### src/rtl/stage_if_pkg.sv
// Shared types and constants for the instruction-fetch stage.
package stage_if_pkg;

    localparam int STALL_W    = 6;
    localparam int STALL_IFID = 1;
    localparam int STALL_ID   = 2;

    localparam logic [31:0] ZERO_WORD = 32'h0000_0000;

    typedef logic [STALL_W-1:0] stall_bus_t;
    typedef logic [31:0]        addr_t;
    typedef logic [31:0]        inst_t;
    typedef logic [7:0]         byte_t;

    typedef enum logic [1:0] {
        IDLE  = 2'd0,
        FETCH = 2'd1,
        DONE  = 2'd2
    } if_state_e;

endpackage

### src/rtl/stage_if_if.sv
// Byte-wide memory read port between the fetch stage and the memory arbiter.
interface stage_if_if;
    import stage_if_pkg::*;

    logic  mem_req;
    addr_t mem_addr;
    logic  mem_grant;
    byte_t mem_rdata;

    modport master (
        output mem_req,
        output mem_addr,
        input  mem_grant,
        input  mem_rdata
    );

    modport slave (
        input  mem_req,
        input  mem_addr,
        output mem_grant,
        output mem_rdata
    );

endinterface

### src/rtl/stage_if.sv
// Instruction-fetch stage: owns the PC and assembles each 32-bit instruction
// from four byte reads, little-endian, over a granted memory port.
module stage_if
    import stage_if_pkg::*;
#(
    parameter addr_t RESET_PC = 32'h0
)
(
    input  logic       clk,
    input  logic       reset,
    input  stall_bus_t stall,
    output logic       stall_if,
    input  logic       br,
    input  addr_t      br_addr,
    output addr_t      pc,
    output inst_t      inst,
    output logic       inst_valid,
    stage_if_if.master mem
);

    if_state_e state;
    if_state_e state_next;

    logic [2:0] icnt;
    logic [2:0] rcnt;
    logic       pending;
    byte_t      byte_buf [3];

    logic req;
    logic br_taken;
    logic issue;
    logic last_byte;
    logic unused_stall;

    assign br_taken     = br & ~stall[STALL_ID];
    assign issue        = req & mem.mem_grant;
    assign last_byte    = pending && (rcnt == 3'd3);
    assign unused_stall = ^{stall[STALL_W-1:3], stall[0]};

    assign mem.mem_req  = req;
    assign mem.mem_addr = req ? (pc + {29'd0, icnt}) : ZERO_WORD;

    // State register; reset parks the stage in IDLE for one cycle.
    always_ff @(posedge clk or posedge reset) begin
        if (reset) begin
            state <= IDLE;
        end else begin
            state <= state_next;
        end
    end

    // Next state plus request/stall outputs; a taken redirect always restarts a fetch.
    always_comb begin
        state_next = state;
        req        = 1'b0;
        stall_if   = 1'b0;
        case (state)
            IDLE: begin
                state_next = FETCH;
            end
            FETCH: begin
                stall_if = 1'b1;
                req      = (icnt < 3'd4);
                if (last_byte) begin
                    state_next = DONE;
                end
            end
            DONE: begin
                if (!stall[STALL_IFID]) begin
                    state_next = FETCH;
                end
            end
            default: begin
                state_next = IDLE;
            end
        endcase
        if (br_taken) begin
            state_next = FETCH;
        end
    end

    // PC, counters and byte assembly; the fourth byte goes straight into inst.
    always_ff @(posedge clk or posedge reset) begin
        if (reset) begin
            pc         <= RESET_PC;
            inst       <= ZERO_WORD;
            inst_valid <= 1'b0;
            icnt       <= 3'd0;
            rcnt       <= 3'd0;
            pending    <= 1'b0;
            for (int i = 0; i < 3; i++) begin
                byte_buf[i] <= '0;
            end
        end else if (br_taken) begin
            pc         <= br_addr;
            inst       <= ZERO_WORD;
            inst_valid <= 1'b0;
            icnt       <= 3'd0;
            rcnt       <= 3'd0;
            pending    <= 1'b0;
        end else begin
            case (state)
                IDLE: begin
                    icnt    <= 3'd0;
                    rcnt    <= 3'd0;
                    pending <= 1'b0;
                end
                FETCH: begin
                    pending <= issue;
                    if (issue) begin
                        icnt <= icnt + 3'd1;
                    end
                    if (pending) begin
                        rcnt <= rcnt + 3'd1;
                        if (last_byte) begin
                            inst       <= {mem.mem_rdata, byte_buf[2], byte_buf[1], byte_buf[0]};
                            inst_valid <= 1'b1;
                        end else begin
                            byte_buf[rcnt[1:0]] <= mem.mem_rdata;
                        end
                    end
                end
                DONE: begin
                    pending <= 1'b0;
                    if (!stall[STALL_IFID]) begin
                        pc         <= pc + 32'd4;
                        inst_valid <= 1'b0;
                        icnt       <= 3'd0;
                        rcnt       <= 3'd0;
                    end
                end
                default: begin
                    pending <= 1'b0;
                end
            endcase
        end
    end

endmodule
### src/flat_wrapper.sv
// flat-port wrapper written by rule: the top's interface ports become plain ports
module stage_if_flat import stage_if_pkg::*;
#(
    parameter addr_t RESET_PC = 32'h0
)
  (clk, reset, stall, stall_if, br, br_addr, pc, inst, inst_valid, mem_mem_req, mem_mem_addr, mem_mem_grant, mem_mem_rdata);
  stage_if_if mem_i ();
  input  logic clk;
  input  logic reset;
  input  stall_bus_t stall;
  output logic stall_if;
  input  logic br;
  input  addr_t br_addr;
  output addr_t pc;
  output inst_t inst;
  output logic inst_valid;
  output wire logic [$bits(mem_i.mem_req)-1:0] mem_mem_req;
  output wire logic [$bits(mem_i.mem_addr)-1:0] mem_mem_addr;
  input wire logic [$bits(mem_i.mem_grant)-1:0] mem_mem_grant;
  input wire logic [$bits(mem_i.mem_rdata)-1:0] mem_mem_rdata;
  assign mem_mem_req = mem_i.mem_req;
  assign mem_mem_addr = mem_i.mem_addr;
  assign mem_i.mem_grant = mem_mem_grant;
  assign mem_i.mem_rdata = mem_mem_rdata;
  stage_if #(.RESET_PC(RESET_PC)) u_core (.clk(clk), .reset(reset), .stall(stall), .stall_if(stall_if), .br(br), .br_addr(br_addr), .pc(pc), .inst(inst), .inst_valid(inst_valid), .mem(mem_i));
endmodule
### config.mk
export PLATFORM = sky130hd
export DESIGN_NAME = stage_if_flat
export DESIGN_NICKNAME = d
export VERILOG_FILES = /design/src/rtl/stage_if_pkg.sv /design/src/rtl/stage_if_if.sv /design/src/rtl/stage_if.sv /design/src/flat_wrapper.sv
export SDC_FILE = /design/constraint.sdc
export NUM_CORES = 1
export LEC_CHECK = 0
export BUFFER_PORTS_ARGS = -buffer_cell sky130_fd_sc_hd__buf_4
export CAP_MARGIN = 20
export CORE_ASPECT_RATIO = 0.7
export CORE_MARGIN = 4
export CORE_UTILIZATION = 28
export DETAILED_ROUTE_END_ITERATION = 16
export GPL_TIMING_DRIVEN = 1
export PLACE_DENSITY = 0.48
export RECOVER_POWER = 100
export SYNTH_ARGS = -nofsm -noshare
export SYNTH_HDL_FRONTEND = slang
export SYNTH_SLANG_ARGS = --single-unit
### constraint.sdc
create_clock -name clk -period 4.05 [get_ports clk]
set_input_delay 0.81 -clock clk [delete_from_list [all_inputs] [get_ports clk]]
set_output_delay 0.81 -clock clk [all_outputs]
set_load 0.005 [all_outputs]
==> metrics.md <==
| Metric | Value |
|---|---|
| Flops & latches, synth | 98 |
| Largest family of logic cells by synthesized area | simple AND/OR/NAND/NOR gates |
| Int Pwr | 2010 uW |
| Data required, critical path | 3.24 ns |
| Mapped Nets | about 650 |
| Worst-Margin Slew | 1.82 ns |
| Setup bufs post-CTS | 0 |
| Worst Hold Class | input pin to asynchronous set/reset pin |
| Share of flip-flops with an asynchronous set or reset | 1.00 |
| Leak | just under 0.003 uW |
| Port Buffer Count | 144 |
| Die area | about 21,000 um^2 |
| I/O Pins | approximately 150 |
| Wirelength per Cell | 17.6 um |
| Layout cell share with drive strength beyond 1 | 0.255 |
| Gr ovfl total | 0 |
| Maximum VDD drop | 0.191 mV |
| Max-Cap Viols | 1 |
| Latest clock arrival within the worst-skew pair | 0.35 ns |
| Post-CTS Hold Fix Bufs | 0 |
| DRC violations left | 0 |
| YS warnings | 0 |
| RSZ-0062 raised after global routing | no |
| # resized after CTS | 0 |
| Vias in the first global route | 4,720 |
| Initial antenna violation count | 0 |
| Outcome | finished with violations |
| GRT Total Usage | 0.155 |
| Area leader, netlist | dfrtp_1 |
| Initial Util | 0.291 |
| Worst Path Arrival | 2.95 ns |
| Total number of vias | 4,886 |
| Final RePlAce weighted congestion | 0.813 |
| Seq/Total Area, Yosys | 0.459 |
| Final wirelength | 16.8 mm |
| Net Sw Frac | 0.343 |
| Critical Path Start Type | flop |
| Fin area | 6840 um^2 |
| Complex-gate fraction of the synthesized area | 0.146 |
| CTS tree | built |
| Maximum buffer depth of the clock tree | 2 |
| Flop pwr share | 0.421 |
| Setup TNS | 0 ns |
| CTS Buf Count | 9 |
| Die Y | 124 um |
| Area after DPL | 6650 um^2 |
| Combinational Power Share | 0.306 |
| Tmin final | about 3.8 ns |
| # clock sinks | just under 100 |
| Failing checks | max-capacitance violations, max-slew violations |
| Cells taking the most area after synthesis | dfrtp_1, nand2_1, mux2_2 |
| Cell variety after synth | 49 |
| Final slew viol count | 70 |
| Crit path max fanout | 15 |
| Final setup fails | 0 |
| Final #Nets | a little under 800 |
| Largest net degree at the start of global routing | 77 |
| Crit Path Class | flop to output pin |
| Number of synthesized flops with an enable pin | 0 |
| Worst-path clk slew | 0.08 ns |
| Clock skew | around 0.014 ns |
| DP HPWL | 12.2 mm |
| Avg Inst Size Synth | 9.08 um^2 |
| Non-Filler Instances | 955 |
| Mapped Area | 5350 um^2 |
| Met2 Track Usage GR | 0.236 |
| Endpoint type of the worst setup path | output pin |
| XOR/XNOR Fraction of Synth Area | 0.0393 |
| Root Buffer | clkbuf_16 |
| Grt met3 use | 0.0388 |
| Power density over the cells | 448 nW/um^2 |
| Area growth, synth to finish | 27.9% |
| Row Count | between 40 and 50 |
| Syn Inst Count | 589 |
| Vias per Instance | 5.12 |
| Adder-cell share of the synthesized area | 0.0365 |
| DRT antenna net count | 0 |
| Met1 Track Usage GR | 0.225 |
| 1st-iter DRT viols | 199 |
| First-pass GRT wire length | between 20 and 30 mm |
| H-tree Lvls | 3 |
| TritonRoute pass-1 iters | 5 |
| List of most frequent post-synthesis cells | nand2_1, dfrtp_1, a21oi_1, o21ai_0, nor2_1 |
| Post-synth top flop | dfrtp_1 |
| Mux contribution to synthesized area | 0.0566 |
| Switching power | 1050 uW |
| Max_slew headroom | -0.214 |
| Tcrit/Tclk final | 0.927 |
| Top-count cell post-synth | nand2_1 |
| Share of the synthesized area in the top cell type | 0.459 |
| Placed instance count | between 900 and 1k |
| ANT cells | 0 |
| Fmax | 266 MHz |
| Synth Area in Simple Gates | 0.225 |
| Core Box Area | 18,400 um^2 |
| Die W | 173 um |
| Hold violation total from the final report | 0 |
| Clock network power share | 0.273 |
| Layer carrying the most global-route usage | met2 |
[power groups by stage]
stage | registers, uW | logic [uW] | clock network, uW
after floorplan | 1240 | 554 | 0
after global placement | 1300 | 983 | 0
after detailed placement | 1310 | 999 | 0
after CTS | 1290 | 1000 | 867
after global routing | 1320 | 1050 | 903
final | 1290 | 940 | 837
[layout by cell type, fill, tap and decap left out, drive strengths merged, types with 12 or more instances in the layout]
cell,count
o21ai,39
xnor2,19
mux2,26
dfrtp,98
nand3,12
or3,22
buf,49
nor2,34
clkbuf,113
ha,14
or4,17
a21oi,56
nand2,111
a31oi,16
[final timing paths]
kind / from / to / slack (ns) / depth (start not counted)
worst min register to register: u_core.rcnt[2] / u_core.rcnt[2] / 0.50 / 1
worst min-delay path: reset / u_core.inst[27] / 0.41 / 2
max in group asynchronous: reset / u_core.pc[10] / 1.30 / 4
min in group clk: u_core.rcnt[2] / u_core.rcnt[2] / 0.50 / 1
worst max-delay path: u_core.pc[2] / mem_mem_addr[31] / 0.29 / 6
worst max register to register: u_core.state[0] / u_core.pc[31] / 1.19 / 6
[layout make-up]
class / count / area [um^2]
fillers: 1886 / 11500
multi-input cells: 443 / 2690
flip-flops and latches: 98 / 2450
repair buffers: 153 / 1090
well taps: 236 / 295
clock buffers: 9 / 225
clock inverters: 7 / 58.8
inverters: 9 / 35.0
[critical path, cell delays in order, from the launching register on]
cell	delay (ns)
dfrtp_1	0.44
ha_1	0.38
nand3_1	0.26
a2111o_1	0.67
or4_1	0.54
a21oi_1	0.15
clkbuf_4	0.15
[metal layers]
layer  wire length, um  up-vias  part of all wire
met5                 0        -                 0
met4               172        0             0.010
met3               812       11             0.048
met2              7360      112              0.44
met1              8410     2431              0.50
li1                  -     2332                 -
[flip-flops by register name, indices dropped and copies added, names as in the netlist]
signal             cells
u_core.inst           32
u_core.pc             32
u_core.byte_buf       24
u_core.icnt            3
u_core.rcnt            3
u_core.state           2
u_core.inst_valid      1
u_core.pending         1
[logic make-up after synthesis]
family / count (synthesis)
AO/OA/AOI/OAI: 136
XOR/XNOR: 24
adder cells (fa/ha/maj): 15
buffers and inverters: 48
flip-flops: 98
multiplexers: 27
AND/OR/NAND/NOR: 241
[through the flow]
stage / utilization / total power [uW] / hold slack [ns] / worst slack (ns)
floorplan: - / 1800 / 0.456 / 0.678
finish: 0.373 / 3070 / 0.413 / 0.294
global placement: 0.360 / 2280 / 0.472 / 0.719
global route: 0.373 / 3270 / 0.419 / 0.112
detailed placement: 0.362 / 2310 / 0.493 / 0.710
CTS: 0.377 / 3160 / 0.508 / 0.298
Note: power is estimated with default switching activity, not from simulation.
